`config.mk`:
```
export PLATFORM = sky130hd
export DESIGN_NAME = tpu_tile_sched_flat
export DESIGN_NICKNAME = d
export VERILOG_FILES = /design/src/rtl/tpu_tile_sched_if.sv /design/src/rtl/tpu_tile_sched.sv /design/src/flat_wrapper.sv
export SDC_FILE = /design/constraint.sdc
export NUM_CORES = 1
export LEC_CHECK = 0
export ABC_AREA = 1
export CORE_MARGIN = 5
export CORE_UTILIZATION = 45
export CTS_BUF_LIST = sky130_fd_sc_hd__clkbuf_16
export DETAILED_ROUTE_END_ITERATION = 10
export GPL_ROUTABILITY_DRIVEN = 0
export HOLD_SLACK_MARGIN = 0.12
export PLACE_DENSITY_LB_ADDON = 0.12
export SLEW_MARGIN = 20
export SYNTH_ARGS = -nofsm -noshare
export SYNTH_HDL_FRONTEND = slang
export SYNTH_SLANG_ARGS = --single-unit
```
`constraint.sdc`:
```
create_clock -name clk -period 8.1 [get_ports clk]
set_input_delay 1.215 -clock clk [delete_from_list [all_inputs] [get_ports clk]]
set_output_delay 1.215 -clock clk [all_outputs]
set_load 0.05 [all_outputs]
```
`src/rtl/tpu_tile_sched_if.sv`:
```
// Interface bundling the host start/config signals, the A/B/O buffer ports
// and the TPU in/out handshakes for the tile scheduler.
interface tpu_tile_sched_if #(
    parameter int ADDR_W = 10,
    parameter int CNT_W  = 6,
    parameter int TILE_W = 4
);
    // Host start/config
    logic              start;
    logic [TILE_W-1:0] mt;
    logic [TILE_W-1:0] nt;
    logic [CNT_W-1:0]  k_len;
    logic [ADDR_W-1:0] base_a;
    logic [ADDR_W-1:0] base_b;
    logic [ADDR_W-1:0] base_o;
    // Global buffer ports
    logic              rd_en;
    logic [ADDR_W-1:0] rd_idx_a;
    logic [ADDR_W-1:0] rd_idx_b;
    logic              wr_en_o;
    logic [ADDR_W-1:0] wr_idx_o;
    // TPU handshakes
    logic              tpu_clear;
    logic              tpu_in_valid;
    logic              tpu_in_ready;
    logic              tpu_out_valid;
    logic              tpu_out_ready;
    // Status
    logic              busy;
    logic              done;
    logic              err;

    // Host / TPU / buffer side
    modport master (
        output start, mt, nt, k_len, base_a, base_b, base_o,
        output tpu_in_ready, tpu_out_valid,
        input  rd_en, rd_idx_a, rd_idx_b, wr_en_o, wr_idx_o,
        input  tpu_clear, tpu_in_valid, tpu_out_ready,
        input  busy, done, err
    );

    // Scheduler side
    modport slave (
        input  start, mt, nt, k_len, base_a, base_b, base_o,
        input  tpu_in_ready, tpu_out_valid,
        output rd_en, rd_idx_a, rd_idx_b, wr_en_o, wr_idx_o,
        output tpu_clear, tpu_in_valid, tpu_out_ready,
        output busy, done, err
    );
endinterface

```
`src/rtl/tpu_tile_sched.sv`:
```
// Tile-level scheduler: walks an mt x nt grid of output tiles in row-major
// order, streams k_len A/B row pairs into the TPU per tile, then collects
// OUT_ROWS result rows into the output buffer.
module tpu_tile_sched #(
    parameter int ADDR_W   = 10,
    parameter int CNT_W    = 6,
    parameter int TILE_W   = 4,
    parameter int OUT_ROWS = 8
) (
    input  logic                  clk,
    input  logic                  rst_n,
    tpu_tile_sched_if.slave       bus
);
    typedef enum logic [2:0] {
        S_IDLE    = 3'd0,
        S_LAUNCH  = 3'd1,
        S_FEED    = 3'd2,
        S_COLLECT = 3'd3,
        S_NEXT    = 3'd4,
        S_FIN     = 3'd5
    } state_t;

    localparam logic [CNT_W-1:0] Q_LAST = CNT_W'(OUT_ROWS - 32'd1);

    state_t            r_state;
    state_t            w_next;
    logic [TILE_W-1:0] r_mt, r_nt, r_ti, r_tj;
    logic [CNT_W-1:0]  r_klen, r_r, r_q;
    logic [ADDR_W-1:0] r_base_a, r_base_b, r_base_o;
    logic              r_in_valid, r_done, r_err;

    logic              w_cfg_ok;
    logic              w_last_beat, w_last_row, w_last_tile, w_tj_last;
    logic              w_rd_en, w_clear, w_out_ready, w_wr_en, w_busy;
    logic [ADDR_W-1:0] w_calc_a, w_calc_b, w_calc_o;
    logic [ADDR_W-1:0] w_rd_idx_a, w_rd_idx_b, w_wr_idx_o;

    // A zero dimension makes the job empty, so such a start is rejected.
    assign w_cfg_ok    = (bus.mt != '0) && (bus.nt != '0) && (bus.k_len != '0);
    assign w_last_beat = (r_r == (r_klen - CNT_W'(1'b1)));
    assign w_last_row  = (r_q == Q_LAST);
    assign w_tj_last   = (r_tj == (r_nt - TILE_W'(1'b1)));
    assign w_last_tile = w_tj_last && (r_ti == (r_mt - TILE_W'(1'b1)));

    // Address arithmetic is done at ADDR_W so every sum wraps mod 2^ADDR_W.
    assign w_calc_a = r_base_a + ADDR_W'(r_ti) * ADDR_W'(r_klen) + ADDR_W'(r_r);
    assign w_calc_b = r_base_b + ADDR_W'(r_tj) * ADDR_W'(r_klen) + ADDR_W'(r_r);
    assign w_calc_o = r_base_o
                    + (ADDR_W'(r_ti) * ADDR_W'(r_nt) + ADDR_W'(r_tj)) * ADDR_W'(OUT_ROWS)
                    + ADDR_W'(r_q);

    // State register.
    always_ff @(posedge clk or negedge rst_n) begin
        if (!rst_n) begin
            r_state <= S_IDLE;
        end else begin
            r_state <= w_next;
        end
    end

    // Next-state and combinational strobes; indices are forced to zero outside their phase.
    always_comb begin
        w_next      = r_state;
        w_rd_en     = 1'b0;
        w_clear     = 1'b0;
        w_out_ready = 1'b0;
        w_wr_en     = 1'b0;
        w_busy      = 1'b1;
        w_rd_idx_a  = '0;
        w_rd_idx_b  = '0;
        w_wr_idx_o  = '0;
        case (r_state)
            S_IDLE: begin
                w_busy = 1'b0;
                if (bus.start && w_cfg_ok) begin
                    w_next = S_LAUNCH;
                end else begin
                    w_next = S_IDLE;
                end
            end
            S_LAUNCH: begin
                w_clear = 1'b1;
                w_next  = S_FEED;
            end
            S_FEED: begin
                w_rd_en    = bus.tpu_in_ready;
                w_rd_idx_a = w_calc_a;
                w_rd_idx_b = w_calc_b;
                if (bus.tpu_in_ready && w_last_beat) begin
                    w_next = S_COLLECT;
                end else begin
                    w_next = S_FEED;
                end
            end
            S_COLLECT: begin
                w_out_ready = 1'b1;
                w_wr_en     = bus.tpu_out_valid;
                w_wr_idx_o  = w_calc_o;
                if (bus.tpu_out_valid && w_last_row) begin
                    w_next = S_NEXT;
                end else begin
                    w_next = S_COLLECT;
                end
            end
            S_NEXT: begin
                if (w_last_tile) begin
                    w_next = S_FIN;
                end else begin
                    w_next = S_LAUNCH;
                end
            end
            S_FIN: begin
                w_next = S_IDLE;
            end
            default: begin
                w_busy = 1'b0;
                w_next = S_IDLE;
            end
        endcase
    end

    // Config capture and tile / beat / row counters.
    always_ff @(posedge clk or negedge rst_n) begin
        if (!rst_n) begin
            r_mt     <= '0;
            r_nt     <= '0;
            r_klen   <= '0;
            r_base_a <= '0;
            r_base_b <= '0;
            r_base_o <= '0;
            r_ti     <= '0;
            r_tj     <= '0;
            r_r      <= '0;
            r_q      <= '0;
        end else begin
            case (r_state)
                S_IDLE: begin
                    if (bus.start && w_cfg_ok) begin
                        r_mt     <= bus.mt;
                        r_nt     <= bus.nt;
                        r_klen   <= bus.k_len;
                        r_base_a <= bus.base_a;
                        r_base_b <= bus.base_b;
                        r_base_o <= bus.base_o;
                        r_ti     <= '0;
                        r_tj     <= '0;
                    end
                end
                S_LAUNCH: begin
                    r_r <= '0;
                    r_q <= '0;
                end
                S_FEED: begin
                    if (w_rd_en) begin
                        r_r <= r_r + CNT_W'(1'b1);
                    end
                end
                S_COLLECT: begin
                    if (w_wr_en) begin
                        r_q <= r_q + CNT_W'(1'b1);
                    end
                end
                S_NEXT: begin
                    if (w_tj_last) begin
                        r_tj <= '0;
                        r_ti <= r_ti + TILE_W'(1'b1);
                    end else begin
                        r_tj <= r_tj + TILE_W'(1'b1);
                    end
                end
                default: begin
                end
            endcase
        end
    end

    // Registered outputs: input-valid tracks the read one cycle later; done/err are pulses.
    always_ff @(posedge clk or negedge rst_n) begin
        if (!rst_n) begin
            r_in_valid <= 1'b0;
            r_done     <= 1'b0;
            r_err      <= 1'b0;
        end else begin
            r_in_valid <= w_rd_en;
            r_done     <= (w_next == S_FIN);
            r_err      <= (r_state == S_IDLE) && bus.start && !w_cfg_ok;
        end
    end

    assign bus.rd_en         = w_rd_en;
    assign bus.rd_idx_a      = w_rd_idx_a;
    assign bus.rd_idx_b      = w_rd_idx_b;
    assign bus.tpu_clear     = w_clear;
    assign bus.tpu_in_valid  = r_in_valid;
    assign bus.tpu_out_ready = w_out_ready;
    assign bus.wr_en_o       = w_wr_en;
    assign bus.wr_idx_o      = w_wr_idx_o;
    assign bus.busy          = w_busy;
    assign bus.done          = r_done;
    assign bus.err           = r_err;
endmodule

```
`src/flat_wrapper.sv`:
```
// flat-port wrapper written by rule: the top's interface ports become plain ports
module tpu_tile_sched_flat 
#(
    parameter int ADDR_W   = 10,
    parameter int CNT_W    = 6,
    parameter int TILE_W   = 4,
    parameter int OUT_ROWS = 8
)
  (clk, rst_n, bus_start, bus_mt, bus_nt, bus_k_len, bus_base_a, bus_base_b, bus_base_o, bus_tpu_in_ready, bus_tpu_out_valid, bus_rd_en, bus_rd_idx_a, bus_rd_idx_b, bus_wr_en_o, bus_wr_idx_o, bus_tpu_clear, bus_tpu_in_valid, bus_tpu_out_ready, bus_busy, bus_done, bus_err);
  tpu_tile_sched_if #(.ADDR_W(ADDR_W), .CNT_W(CNT_W), .TILE_W(TILE_W)) bus_i ();
  input  logic clk;
  input  logic rst_n;
  input wire logic [$bits(bus_i.start)-1:0] bus_start;
  input wire logic [$bits(bus_i.mt)-1:0] bus_mt;
  input wire logic [$bits(bus_i.nt)-1:0] bus_nt;
  input wire logic [$bits(bus_i.k_len)-1:0] bus_k_len;
  input wire logic [$bits(bus_i.base_a)-1:0] bus_base_a;
  input wire logic [$bits(bus_i.base_b)-1:0] bus_base_b;
  input wire logic [$bits(bus_i.base_o)-1:0] bus_base_o;
  input wire logic [$bits(bus_i.tpu_in_ready)-1:0] bus_tpu_in_ready;
  input wire logic [$bits(bus_i.tpu_out_valid)-1:0] bus_tpu_out_valid;
  output wire logic [$bits(bus_i.rd_en)-1:0] bus_rd_en;
  output wire logic [$bits(bus_i.rd_idx_a)-1:0] bus_rd_idx_a;
  output wire logic [$bits(bus_i.rd_idx_b)-1:0] bus_rd_idx_b;
  output wire logic [$bits(bus_i.wr_en_o)-1:0] bus_wr_en_o;
  output wire logic [$bits(bus_i.wr_idx_o)-1:0] bus_wr_idx_o;
  output wire logic [$bits(bus_i.tpu_clear)-1:0] bus_tpu_clear;
  output wire logic [$bits(bus_i.tpu_in_valid)-1:0] bus_tpu_in_valid;
  output wire logic [$bits(bus_i.tpu_out_ready)-1:0] bus_tpu_out_ready;
  output wire logic [$bits(bus_i.busy)-1:0] bus_busy;
  output wire logic [$bits(bus_i.done)-1:0] bus_done;
  output wire logic [$bits(bus_i.err)-1:0] bus_err;
  assign bus_i.start = bus_start;
  assign bus_i.mt = bus_mt;
  assign bus_i.nt = bus_nt;
  assign bus_i.k_len = bus_k_len;
  assign bus_i.base_a = bus_base_a;
  assign bus_i.base_b = bus_base_b;
  assign bus_i.base_o = bus_base_o;
  assign bus_i.tpu_in_ready = bus_tpu_in_ready;
  assign bus_i.tpu_out_valid = bus_tpu_out_valid;
  assign bus_rd_en = bus_i.rd_en;
  assign bus_rd_idx_a = bus_i.rd_idx_a;
  assign bus_rd_idx_b = bus_i.rd_idx_b;
  assign bus_wr_en_o = bus_i.wr_en_o;
  assign bus_wr_idx_o = bus_i.wr_idx_o;
  assign bus_tpu_clear = bus_i.tpu_clear;
  assign bus_tpu_in_valid = bus_i.tpu_in_valid;
  assign bus_tpu_out_ready = bus_i.tpu_out_ready;
  assign bus_busy = bus_i.busy;
  assign bus_done = bus_i.done;
  assign bus_err = bus_i.err;
  tpu_tile_sched #(.ADDR_W(ADDR_W), .CNT_W(CNT_W), .TILE_W(TILE_W), .OUT_ROWS(OUT_ROWS)) u_core (.clk(clk), .rst_n(rst_n), .bus(bus_i));
endmodule
```
# --- Word-level counts from Yosys, hierarchy flattened ---
# Cells that the tools add are included.
totals:
  latch_bits: 0
  memories: 0
  elab_cells: 89
  rom_bits: 0
  inputBits: 49
  ramBits: 0
  regBits: 70
  out_inout_bits: 38
op_classes:
  n_reduce_logical: 22
  magnitude_cmp: 0
  bitwise_logic: 0
  n_shift: 0
  div: 0
  muxes: 22
  n_mul: 3
  n_eq_ne: 14
  add_sub_neg: 14
ops:
  columns: ["op", "n"]
  rows:
  - ["10-bit adder", 3]
  - ["10-bit by 6-bit adder with 10-bit output", 3]
  - ["10-bit two-way mux", 3]
  - ["6-bit case mux with 2 select lines", 2]
  - ["4-bit by 6-bit multiplier with 10-bit output", 2]
  - ["4-bit case mux with 2 select lines", 2]
  - ["3-bit case mux with 5 select lines", 1]
  - ["6-bit by 1-bit adder with 6-bit output, second input constant", 2]
  - ["4-bit two-way mux", 3]
  - ["6-bit two-way mux", 2]
  - ["3-bit == test, second input constant", 3]
  - ["4-bit by 1-bit adder with 4-bit output, second input constant", 2]
  - ["4-bit == test", 2]
  - ["1-bit logical AND", 8]
  - ["2-bit AND reduction", 4]
  - ["4-bit nonzero test", 2]
  - ["4-bit by 1-bit subtractor with 4-bit output, second input constant", 2]
  - ["7-bit by 4-bit adder with 7-bit output", 1]
  - ["4-bit by 4-bit multiplier with 7-bit output", 1]
  - ["1-bit two-way mux", 7]
  - ["3-bit by 2-bit == test with 1-bit output, second input constant", 2]
  - ["6-bit by 3-bit == test with 1-bit output, second input constant", 1]
  - ["6-bit == test", 1]
  - ["3-bit two-way mux", 2]
  - ["other kinds (10)", 14]

# --- Longest topological paths before layout ---
# Gate-level depths: netlist of run 1.
depth:
  word_depth: 7
  mapped_depth: 24
  depth_no_buf: 23

# --- Worst setup path before layout of run 1 ---
# Ideal clock, no wire load.
synth_path:
  kind: "register to output"
  start: "register u_core.r_ti[0]"
  end: "output port bus_wr_idx_o[8]"
  path_slack_ns: 2.089
  stages_incl_launch_ff: 20
  arrival_ns: 4.796
  path_buffers: 1
  required_time_ns: 6.885
  path_cell_list: "dfrtp_1 -> clkbuf_1 -> nand2_1 -> fa_1 -> fa_1 -> fa_1 -> inv_1 -> ha_1 -> nand2_1 -> nand2_1 -> a21oi_1 -> xor2_1 -> inv_1 -> ha_1 -> ha_1 -> inv_1 -> o21bai_1 -> a31oi_1 -> a21oi_1 -> nor2_1"
synth_via:
  elab_chain_cells: 5
synth_rtl:
  columns: ["element", "line", "text"]
  rows:
  - ["start: declaration", "tpu_tile_sched.sv:27", "logic [TILE_W-1:0] r_mt, r_nt, r_ti, r_tj;"]
  - ["start signal: assignment", "tpu_tile_sched.sv:166", "r_ti <= r_ti + TILE_W'(1'b1);"]
  - ["4-bit by 4-bit multiplier with 7-bit output", "tpu_tile_sched.sv:49", "+ (ADDR_W'(r_ti) * ADDR_W'(r_nt) + ADDR_W'(r_tj)) * ADDR_W'(OUT_ROWS)"]
  - ["7-bit by 4-bit adder with 7-bit output", "tpu_tile_sched.sv:49", null]
  - ["10-bit adder", "tpu_tile_sched.sv:49", null]
  - ["10-bit by 6-bit adder with 10-bit output", "tpu_tile_sched.sv:50", "+ ADDR_W'(r_q);"]
  - ["10-bit two-way mux", "tpu_tile_sched.sv:72", "case (r_state)"]
  - ["end: declaration", "flat_wrapper.sv:26", "output wire logic [$bits(bus_i.wr_idx_o)-1:0] bus_wr_idx_o;"]
# Every way passes these cells.

# --- Worst setup path in the final report of run 1 ---
# Same ends and word-level chain as after synthesis.

==> results.cfg, run 1 <==
[status]
status = completed

[global_route]
antenna_found_initial = 0
grt_overflow = 0
grt_max_degree = 92
grt_pass1_vias = 5381
groute.usage.overall_pct = 18.2
grt_pass1_wl_um = 26500

[clock_network]
clock_latency_ns = 0.34
clockBufferDepth = 2
clk_pin_slew_ns = 0.06
ctsHoldBuffers = 0
post_cts_buffers = 0
htreeDepth = 3
cts-buffers-inserted = 9
postCtsResizedCells = 0
cts.sinks = 70
cts_root_buffer = clkbuf_16
cts_tree = yes

[worst_setup_path]
path_cells = nand2_1 > fa_1 > fa_1 > fa_1 > inv_1 > ha_1 > nand2_1 > nand2_1 > a21oi_1 > xor2_1 > inv_1 > ha_1 > ha_1 > inv_1 > o21bai_1 > a31oi_1 > a21oi_1 > nor2_1 > clkdlybuf4s50_1
arrival_ns = 5.56
critPathBufInv = 4
rr_worst_depth = 8
worstSetupPathType = reg2out
cp_max_fo = 15
crit_family = adder cells
critPathLaunchType = flip-flop
cp_slowest_cell = clkdlybuf4s50_1
worstSetupEndpointType = output port
cp_slowest_stage_delay_ns = 0.81
critPathRequiredTime_ns = 6.88
crit_cells = 19

[logic_synthesis]
synth_top_area_share_pct = 25.7
ys.warnings.count = 0
ys_seq_area_share_pct = 25.7
ys_top_cells_by_count = inv_1, nand2_1, dfrtp_1
synth_nets = 1063
syn_area_sq_um = 6830
ys_top_cells_by_area = dfrtp_1, fa_1, ha_1
ys.flop_type = dfrtp_1
syn_inst = 896
synth_most_common_cell = inv_1
ys_ff_latch = 70
synth_cell_type_count = 34
synth_edf_count = 0
synth-async-reset-ratio_pct = 100
yosys.area.top_type = dfrtp_1
avgSynthCellArea_sq_um = 7.62

[placement]
place_ws_ns = 1.66
dp.cells = 1142
hpwl_um = 11900
io_buffers = 86

[final_layout]
regArea_sq_um = 1750
drive_gt1_share_pct = 4.02
final_nets = 1132
syn_to_final_growth_pct = 18.9
fillers = 1451
stdcell_count = 1158
multi_input_area_sq_um = 4160
insertedDiodeCount = 0
final_util_pct = 54.0

[timing]
period_share_pct = 83.6
max_slew_margin_pct = 32.7
finalSetupTns_ns = 0
finalCriticalPeriod_ns = 6.77
clock_skew_ns = 0.00465
max_freq_mhz = 148
rsz0062_at_grt = no
fin_ws_ns = 1.33
hold_viol_final = 0
drv_slew = 0
tightestPinTransition_ns = 1.01
setup_viol = 0

[route]
vias = 5528
drt_first_pass_iters = 5
avgRoutedWirePerCell_um = 13.1
first_iter_violations = 260
via_per_inst = 4.77
drc = 0
wl_um = 15100
ant_nets = 0

[power_and_ir_drop]
p_leak_uw = 0.00452
power_frac_seq_pct = 25.9
powerDensity_nw_per_um2 = 309
p_int_uw = 1270
switching_share_pct = 49.5
pwr-share-clk_pct = 17.2
combPwrFrac_pct = 56.9
power_switching_uw = 1240
irDropWorstVdd_v = 0.000187

[floorplanning]
core_area_sq_um = 15000
rows = 45
io_pins = 87
die_area_sq_um = 17700
start_util_pct = 45.4
die_w_um = 133
fp.dieH_um = 133

[hold_path]
worstHoldPathCells = 2
hold_path_class = reg2reg

[flow_run]
maxCapViolations = 0
==> power groups by stage <==
stage,registers (uW),logic (uW),clock network [uW]
after detailed placement,660,1440,0
after global routing,678,1610,460
final,650,1430,431
after floorplan,568,1120,0
after global placement,657,1430,0
after CTS,655,1450,442
==> stage by stage <==
step	area, sq um	hold slack, ns	total power (uW)
after CTS	8110	0.505	2550
final	8110	0.501	2510
after floorplan	6830	0.465	1690
after global placement	7790	0.483	2090
after detailed placement	7790	0.489	2100
after global routing	8110	0.534	2740
==> routing by layer <==
| layer | routed length, um | track usage [%] |
|---|---|---|
| met1 | 7210 | 25.7 |
| met2 | 7090 | 29.5 |
| met3 | 698 | 3.55 |
| met4 | 150 | 3.83 |
| met5 | 0 | 0 |
==> layout make-up <==
cell class              count  area share [%]
clock buffers               9            2.78
clock inverters             7            1.17
inverters                 209            9.67
multi-input cells         589            51.3
flip-flops and latches     70            21.6
well taps                 188            2.90
repair buffers             86            10.6
==> cells by family (layout without fill, tap and decap cells) <==
group	count (synthesis)	after routing	share of synthesized area, %
compound gates	108	108	8.27
buf+inv	237	311	13.5
mux	1	1	0.147
fa+ha+maj	118	118	27.6
xor+xnor	35	35	4.49
simple gates	327	327	20.4
flops	70	70	25.7
==> worst reg2reg max path: stages, from the launching register on <==
cell     delay (ns)
dfrtp_1        0.44
nor2_1         0.16
nand2_1        0.07
nor2_2         0.15
nand3_4        0.75
nand2_2        0.49
nand2_2        0.13
nand2_1        0.07
nand2_1        0.06
==> cell usage in the layout (no fill, tap or decap), drive strengths merged, types with 2 or more instances in the layout <==
cell           instances
a21o                   4
a21oi                 39
a31oi                  3
and3                   2
bufinv                 2
clkbuf                 9
clkdlybuf4s50         85
clkinv                 2
dfrtp                 70
fa                    54
ha                    64
inv                  211
nand2                203
nand3                 34
nand4                 11
nor2                  62
nor3                  10
nor3b                  2
o21ai                 57
o22ai                  2
or2                    2
xnor2                 16
xor2                  19
==> state kept, by name, summed over array words and instances, names as in the netlist <==
register	count
u_core.r_base_o	10
u_core.r_ti	4
u_core.bus.tpu_in_valid	1
u_core.r_mt	4
u_core.r_q	6
u_core.r_state	3
u_core.r_tj	4
u_core.r_r	6
u_core.r_base_b	10
u_core.bus.done	1
u_core.r_klen	6
u_core.r_base_a	10
u_core.bus.err	1
u_core.r_nt	4
==> path summary, 6_finish.rpt <==
| path | startpoint | end | slack, ns |
|---|---|---|---|
| worst min register to register | u_core.r_base_o[2]$_DFFE_PN0P_ | u_core.r_base_o[2]$_DFFE_PN0P_ | 0.50 |
| min in group asynchronous | rst_n | u_core.r_base_o[7]$_DFFE_PN0P_ | 0.96 |
| worst min-delay path | u_core.r_base_o[2]$_DFFE_PN0P_ | u_core.r_base_o[2]$_DFFE_PN0P_ | 0.50 |
| max in group asynchronous | rst_n | u_core.r_r[1]$_DFFE_PN0P_ | 6.49 |
| worst max-delay path | u_core.r_ti[0]$_DFFE_PN0P_ | bus_wr_idx_o[8] | 1.33 |
| worst max register to register | u_core.r_state[0]$_DFF_PN0_ | u_core.r_ti[1]$_DFFE_PN0P_ | 5.67 |
(Power assumes the default switching activity.)
==> run 2: changes to the inputs <==
==> constraint.sdc (replaced) <==
create_clock -name clk -period 6.2 [get_ports clk]
set_input_delay 0.93 -clock clk [delete_from_list [all_inputs] [get_ports clk]]
set_output_delay 0.93 -clock clk [all_outputs]
set_load 0.05 [all_outputs]
==> results.cfg, run 2 (synthesized netlist as in run 1, its figures left out) <==
[status]
status = completed

[floorplanning]
start_util_pct = 45.4
die_w_um = 133
core_area_sq_um = 15000
die_area_sq_um = 17700
io_pins = 87
fp.dieH_um = 133
rows = 45

[global_route]
grt_max_degree = 92
grt_pass1_wl_um = 26400
groute.usage.overall_pct = 18.4
grt_overflow = 0
grt_pass1_vias = 5422
antenna_found_initial = 0

[final_layout]
regArea_sq_um = 1750
final_cell_mix = inv_1, nand2_1, clkdlybuf4s50_1
multi_input_area_sq_um = 4160
syn_to_final_growth_pct = 19.3
insertedDiodeCount = 0
stdcell_count = 1161
reg_top3 = u_core.r_base_a: 10 flops, u_core.r_base_b: 10 flops, u_core.r_base_o: 10 flops
drive_gt1_share_pct = 4.62
layout_commonest_cell = inv_1
fillers = 1453
final_util_pct = 54.2
final_nets = 1135

[timing]
max_freq_mhz = 173
max_slew_margin_pct = 33.5
finalSetupTns_ns = 0
clock_skew_ns = 0.00806
setup_viol = 0
period_share_pct = 93.5
finalCriticalPeriod_ns = 5.80
rsz0062_at_grt = no
hold_viol_final = 0
tightestPinTransition_ns = 0.997
drv_slew = 0

[route]
via_per_inst = 4.77
first_iter_violations = 315
drt_first_pass_iters = 5
drc = 0
vias = 5533
avgRoutedWirePerCell_um = 13.2
wl_um = 15300
ant_nets = 0

[clock_network]
clock_latency_ns = 0.35
cts_root_buffer = clkbuf_16
post_cts_buffers = 0
htreeDepth = 3
cts.sinks = 70
cts-buffers-inserted = 9
clk_pin_slew_ns = 0.06
cts_tree = yes
clockBufferDepth = 2

[power_and_ir_drop]
finalPower_uw = 3280
powerDensity_nw_per_um2 = 403
irDropWorstVdd_v = 0.000179
p_leak_uw = 0.00453

[placement]
dp.cells = 1145
io_buffers = 86
hpwl_um = 11700

[worst_setup_path]
arrival_ns = 4.87
worstSetupPathType = reg2out
cp_max_fo = 9
critPathRequiredTime_ns = 5.27
critPathLaunchType = flip-flop
worstSetupEndpointType = output port

[hold_path]
hold_path_class = reg2reg

[flow_run]
maxCapViolations = 0
run 2: layout make-up:
class | count | area share (%)
Clock buffer | 9 | 2.77
Clock inverter | 7 | 1.18
Inverter | 209 | 9.63
Multi-Input combinational cell | 589 | 51.1
Sequential cell | 70 | 21.5
Tap cell | 188 | 2.89
Timing Repair Buffer | 89 | 10.9
run 2: layer usage:
metal	share of wire [%]	vias to the layer above	GRT usage, %
met2	46	104	30.1
met1	48	2544	25.5
met4	1.1	0	4.11
met5	0	-	0
met3	4.3	13	3.32
li1	-	2872	-
run 2: path summary, 6_finish.rpt:
check | start | to | slack (ns) | depth (start not counted)
worst min register to register | u_core.r_base_o[2]$_DFFE_PN0P_ | u_core.r_base_o[2]$_DFFE_PN0P_ | 0.50 | 2
min in group asynchronous | rst_n | u_core.r_base_o[7]$_DFFE_PN0P_ | 0.72 | 1
worst min-delay path | u_core.r_base_o[2]$_DFFE_PN0P_ | u_core.r_base_o[2]$_DFFE_PN0P_ | 0.50 | 2
worst max register to register | u_core.r_state[0]$_DFF_PN0_ | u_core.r_ti[3]$_DFFE_PN0P_ | 3.74 | 8
max in group asynchronous | rst_n | u_core.r_ti[1]$_DFFE_PN0P_ | 4.85 | 1
worst max-delay path | u_core.r_ti[0]$_DFFE_PN0P_ | bus_wr_idx_o[6] | 0.40 | 16
run 2: power by group:
group | switching, uW | total [uW] | internal (uW) | leakage, uW
registers | 230 | 849 | 619 | 0.000886
clock network | 217 | 571 | 354 | 0.000150
logic | 1180 | 1860 | 682 | 0.00350
total | 1630 | 3280 | 1650 | 0.00453
run 2: critical path: stages, from the launching register on:
cell             delay (ns)
dfrtp_1                0.54
buf_4                  0.22
nand2_1                0.05
inv_1                  0.06
ha_1                   0.22
ha_1                   0.29
fa_1                   0.55
inv_1                  0.07
fa_1                   0.48
fa_1                   0.49
inv_1                  0.04
ha_1                   0.35
nand2_1                0.09
nand2_1                0.05
xor2_1                 0.13
nor2_1                 0.08
clkdlybuf4s50_1        0.80
run 2: through the flow:
stage | instance area [sq um] | hold slack, ns | setup WS [ns]
6_report | 8140 | 0.503 | 0.405
4_1_cts | 8140 | 0.507 | 0.283
3_5_place_dp | 7820 | 0.489 | 0.661
2_1_floorplan | 6830 | 0.465 | 0.474
3_3_place_gp | 7820 | 0.484 | 0.715
5_1_grt | 8140 | 0.530 | 0.0184
run 2: what timing repair did:
action                                  in CTS  in global routing
resized for setup                            0                  1
hold buffers                                 0                  0
endpoints found under the setup margin       0                  1
